$ cat config.mk
export PLATFORM = sky130hd
export DESIGN_NAME = clock_adjust_ctrl
export DESIGN_NICKNAME = d
export VERILOG_FILES = /design/src/rtl/clock_adjust_ctrl.sv
export SDC_FILE = /design/constraint.sdc
export NUM_CORES = 1
export LEC_CHECK = 0
export CORE_ASPECT_RATIO = 1.1
export CORE_MARGIN = 2
export CORE_UTILIZATION = 45
export DETAILED_ROUTE_END_ITERATION = 7
export PLACE_DENSITY = 0.73
export SYNTH_ARGS = -nofsm -noshare
export SYNTH_HDL_FRONTEND = slang
export SYNTH_SLANG_ARGS = --single-unit
export TNS_END_PERCENT = 30
$ cat constraint.sdc
create_clock -name CP -period 1.8 [get_ports CP]
set_input_delay 0.27 -clock CP [delete_from_list [all_inputs] [get_ports CP]]
set_output_delay 0.27 -clock CP [all_outputs]
set_load 0.03 [all_outputs]
$ cat src/rtl/clock_adjust_ctrl.sv
// Front-panel set-mode controller for the clock's hour/minute/second counters.
// Debounces the MODE/UP/DOWN keys, walks RUN->SET_HOUR->SET_MIN->SET_SEC, and issues
// one-cycle adjust strobes, a count-enable and a blink phase for the display.
module clock_adjust_ctrl #(
    parameter int unsigned DEB_CYCLES = 20000,
    parameter int unsigned TIMEOUT_S  = 10
) (
    input  logic       CP,
    input  logic       RST,
    input  logic       TICK_1HZ,
    input  logic       KEY_MODE,
    input  logic       KEY_UP,
    input  logic       KEY_DOWN,
    output logic       HOUR_CH,
    output logic       MIN_CH,
    output logic       SEC_CLR,
    output logic       ADJMODE,
    output logic       RUN_EN,
    output logic       BLINK,
    output logic [1:0] FIELD
);

    localparam int unsigned DW = $clog2(DEB_CYCLES + 1);
    localparam int unsigned TW = $clog2(TIMEOUT_S + 1);
    localparam logic [DW-1:0] DEB_LAST = DW'(DEB_CYCLES - 1);
    localparam logic [TW-1:0] TO_LIMIT = TW'(TIMEOUT_S);

    typedef enum logic [1:0] {
        StRun     = 2'b00,
        StSetHour = 2'b01,
        StSetMin  = 2'b10,
        StSetSec  = 2'b11
    } state_t;

    // Bit 0 = MODE, bit 1 = UP, bit 2 = DOWN throughout the key path.
    logic [2:0]    key_raw;
    logic [2:0]    sync1;
    logic [2:0]    sync2;
    logic [2:0]    level;
    logic [2:0]    press;
    logic [DW-1:0] deb_cnt [3];

    state_t        state;
    logic [TW-1:0] to_cnt;
    logic          ev_mode;
    logic          ev_down;
    logic          ev_adj;

    assign key_raw = {KEY_DOWN, KEY_UP, KEY_MODE};
    assign ev_mode = press[0];
    assign ev_down = press[2];
    // UP and DOWN together cancel each other out.
    assign ev_adj  = press[1] ^ press[2];
    assign FIELD   = state;

    // Synchronise each key, accept a new level after DEB_CYCLES stable cycles, flag 0->1 edges.
    always_ff @(posedge CP) begin
        if (RST) begin
            sync1 <= '0;
            sync2 <= '0;
            level <= '0;
            press <= '0;
            for (int i = 0; i < 3; i++) begin
                deb_cnt[i] <= '0;
            end
        end else begin
            sync1 <= key_raw;
            sync2 <= sync1;
            press <= '0;
            for (int i = 0; i < 3; i++) begin
                if (sync2[i] != level[i]) begin
                    if (deb_cnt[i] == DEB_LAST) begin
                        level[i]   <= sync2[i];
                        press[i]   <= sync2[i];
                        deb_cnt[i] <= '0;
                    end else begin
                        deb_cnt[i] <= deb_cnt[i] + DW'(1);
                    end
                end else begin
                    // Any bounce back to the accepted level restarts the count.
                    deb_cnt[i] <= '0;
                end
            end
        end
    end

    // Set-mode FSM with registered strobes, count enable, blink phase and inactivity timeout.
    always_ff @(posedge CP) begin
        if (RST) begin
            state   <= StRun;
            to_cnt  <= '0;
            HOUR_CH <= 1'b0;
            MIN_CH  <= 1'b0;
            SEC_CLR <= 1'b0;
            ADJMODE <= 1'b0;
            RUN_EN  <= 1'b1;
            BLINK   <= 1'b0;
        end else begin
            HOUR_CH <= 1'b0;
            MIN_CH  <= 1'b0;
            SEC_CLR <= 1'b0;
            if (ev_mode) begin
                // MODE has priority over any coincident UP/DOWN.
                unique case (state)
                    StRun: begin
                        state  <= StSetHour;
                        RUN_EN <= 1'b0;
                    end
                    StSetHour: state <= StSetMin;
                    StSetMin:  state <= StSetSec;
                    StSetSec: begin
                        state  <= StRun;
                        RUN_EN <= 1'b1;
                    end
                endcase
                to_cnt <= '0;
                BLINK  <= 1'b0;
            end else if (state != StRun) begin
                if (ev_adj) begin
                    // An adjust wins over a coincident timeout expiry.
                    to_cnt <= '0;
                    unique case (state)
                        StSetHour: begin
                            HOUR_CH <= 1'b1;
                            ADJMODE <= ev_down;
                        end
                        StSetMin: begin
                            MIN_CH  <= 1'b1;
                            ADJMODE <= ev_down;
                        end
                        StSetSec: SEC_CLR <= 1'b1;
                        default: ;
                    endcase
                    if (TICK_1HZ) begin
                        BLINK <= ~BLINK;
                    end
                end else if (to_cnt == TO_LIMIT) begin
                    state  <= StRun;
                    RUN_EN <= 1'b1;
                    to_cnt <= '0;
                    BLINK  <= 1'b0;
                end else if (TICK_1HZ) begin
                    to_cnt <= to_cnt + TW'(1);
                    BLINK  <= ~BLINK;
                end
            end
        end
    end

endmodule
==> out/qor.yml <==
status: "finished, final reports clean"
avgSynthCellArea_um2: 10.7
period_share_pct: 94.3
rsz0062_at_grt: "false"
drive_above_1_share_pct: 10.4
worstPathMaxFanout: 4
hold_depth: 1
dieHeight_um: 96.4
drt-initial-drc-count: 127
synthDominantCellAreaShare_pct: 38.7
pin_count: 14
grt_pass1_wl_mm: 10.2
ys.flop_type: "edfxtp_1"
synth_area_um2: 3490
worstHoldPathType: "reg -> reg"
reg2reg_slack_ns: 0.12
slowest_stage: "clkdlybuf4s50_1"
r2r-end: "deb_cnt[1][3]$_SDFFCE_PP0P_"
drc: 0
hold_viol: 0
cts.sinks: 69
cts_hold_buf: 0
total_power_mw: 3.09
die_w_um: 88.0
skew_ns: 0.00700
start_util_pct: 46.7
io_buffers: 13
setup_tns_ns: 0
synth.distinct_cells: 42
cts_tree: "done"
antenna_found_initial: 0
h-tree-depth: 3
fin_ws_ns: 0.103
r2r_cells: 5
drv_cap: 0
synth.most_common_cell: "nor2_1"
multi_input_area_um2: 1750
wl_per_cell_um: 11.9
path_clk_slew_ns: 0.08
startpoint_type: "flip-flop"
syn_inst: 325
slew_viol_final: 0
max_clock_freq_ghz: 0.589
core.rowCount: 33
synth-edff-count: 45
vias: 2443
seq_area_um2: 1830
numCtsBuffers: 9
leakage_nw: 1.54
end_kind: "primary output"
n_antenna_cell: 0
yosysTopAreaCell: "edfxtp_1"
fp.dieArea_um2: 8480
peakVddDrop_mv: 0.362
viasPerCell: 4.89
setup_violations: 0
drt-total-wl_mm: 5.97
gp_congestion: 0.820
dp_slack_ns: 0.0341
slowest_delay_ns: 0.70
synth_seq_cells: 69
ant_nets: 0
powerDensity_nw_per_um2: 748
clk_latency_ns: 0.34
post_cts_buffers: 0
timing.rr.start: "deb_cnt[1][0]$_SDFFCE_PP0P_"
cp_data_required_time_ns: 1.53
num-fill-cells: 692
grt_util_all_layers_pct: 15.5
async_flop_share_pct: 0
fin_crit_ns: 1.70
whs_endpoint: "sync2[2]$_SDFF_PP0_"
worstHoldStart: "sync1[2]$_SDFF_PP0_"
ys_warn_count: 0
fp.coreArea_um2: 7470
cp_data_arrival_time_ns: 1.43
grt_max_degree: 22
synth_common_cells: "nor2_1, edfxtp_1, xor2_1"
grt_pass1_vias: 2390
critPathBufInv: 1
synthTopCellsByArea: "edfxtp_1, dfxtp_1, xor2_1"
dp_hpwl_mm: 4.33
syn2layout_area_growth_pct: 18.2
path_delay_family: "buffers and inverters"
worstSetupPathType: "reg -> out"
crit_chain: "clkdlybuf4s50_1"
ys_seq_area_share_pct: 52.4
cts_buffer_depth: 2
finalNetCount: 406
gr-total-overflow: 0
clockRootBuffer: "clkbuf_8"
drtPass1Iterations: 4
==> metrics by stage <==
stage	utilization [%]	instances	instance area, µm²	hold slack, ns
2_1_floorplan	-	369	3660	0.398
3_3_place_gp	52.6	484	3930	0.419
3_5_place_dp	52.6	484	3930	0.424
4_1_cts	55.0	500	4110	0.450
5_1_grt	55.3	500	4130	0.463
6_report	55.3	500	4130	0.448
==> cells in the final DEF (no fill, tap or decap), drive strengths merged, types with 6 or more instances in the layout <==
cell type / Yosys / layout
nor2: 53 / 53
edfxtp: 45 / 45
conb: 1 / 45
xor2: 28 / 28
dfxtp: 24 / 24
nand4: 22 / 22
xnor2: 17 / 17
nand2: 16 / 16
nand3: 15 / 15
clkdlybuf4s50: 0 / 13
inv: 7 / 11
ha: 10 / 10
clkbuf: 5 / 10
buf: 7 / 9
and4: 9 / 9
nor3: 8 / 8
nor2b: 7 / 7
and3: 7 / 7
nor4: 7 / 7
and2: 6 / 6
==> kinds of logic after synthesis <==
kind of cell | count (synthesis) | synth area share (%)
other | 1 | 0.107
AND/OR/NAND/NOR | 163 | 26.3
flip-flops | 69 | 52.4
adder cells (fa/ha/maj) | 10 | 3.58
buffers and inverters | 19 | 2.72
AO/OA/AOI/OAI | 15 | 2.69
multiplexers | 3 | 0.860
XOR/XNOR | 45 | 11.3
==> flip-flops by register name, indices dropped and copies added (netlist names), 2 cells and up <==
name,flops
FIELD,2
sync1,3
level,3
press,3
sync2,3
deb_cnt,45
to_cnt,4
==> layer usage <==
layer,global-route usage (%),routed length [µm]
met3,3.57,169
met5,0,0
met2,27.2,3000
met4,6.54,90
met1,18.3,2710
==> power by group <==
part           switching, mW  total, mW  internal (mW)
sequential            0.0499       1.79           1.74
clock                  0.613       1.16          0.548
combinational         0.0770      0.143         0.0663
total                  0.740       3.09           2.35
==> repair_timing <==
| action | in CTS | in global routing |
|---|---|---|
| hold endpoints to repair | 0 | 0 |
| resized for setup | 0 | 5 |
| endpoints found under the setup margin | 0 | 32 |
==> final cells by class <==
cell class	count	area share, %
clock buffer	10	3.33
timing repair buffer	22	5.09
clock inverter	6	1.06
inverter	7	0.636
sequential	69	44.4
tap	105	3.18
multi-input combinational	281	42.4
==> worst max path at each step <==
stage                                      from                           to  slack [ns]  cells past startpoint
global route        deb_cnt[1][0]$_SDFFCE_PP0P_  deb_cnt[1][3]$_SDFFCE_PP0P_        0.02                      5
CTS                 deb_cnt[2][0]$_SDFFCE_PP0P_  deb_cnt[2][3]$_SDFFCE_PP0P_        0.01                      5
floorplan           deb_cnt[1][0]$_SDFFCE_PP0P_  deb_cnt[1][9]$_SDFFCE_PP0P_        0.20                      7
detailed placement  deb_cnt[1][0]$_SDFFCE_PP0P_  deb_cnt[1][3]$_SDFFCE_PP0P_        0.03                      5
global placement    deb_cnt[1][0]$_SDFFCE_PP0P_  deb_cnt[1][3]$_SDFFCE_PP0P_        0.08                      5
finish                    FIELD[0]$_SDFFE_PP0P_                     FIELD[0]        0.10                      1
No activity file was read; power rests on OpenSTA's default activity.
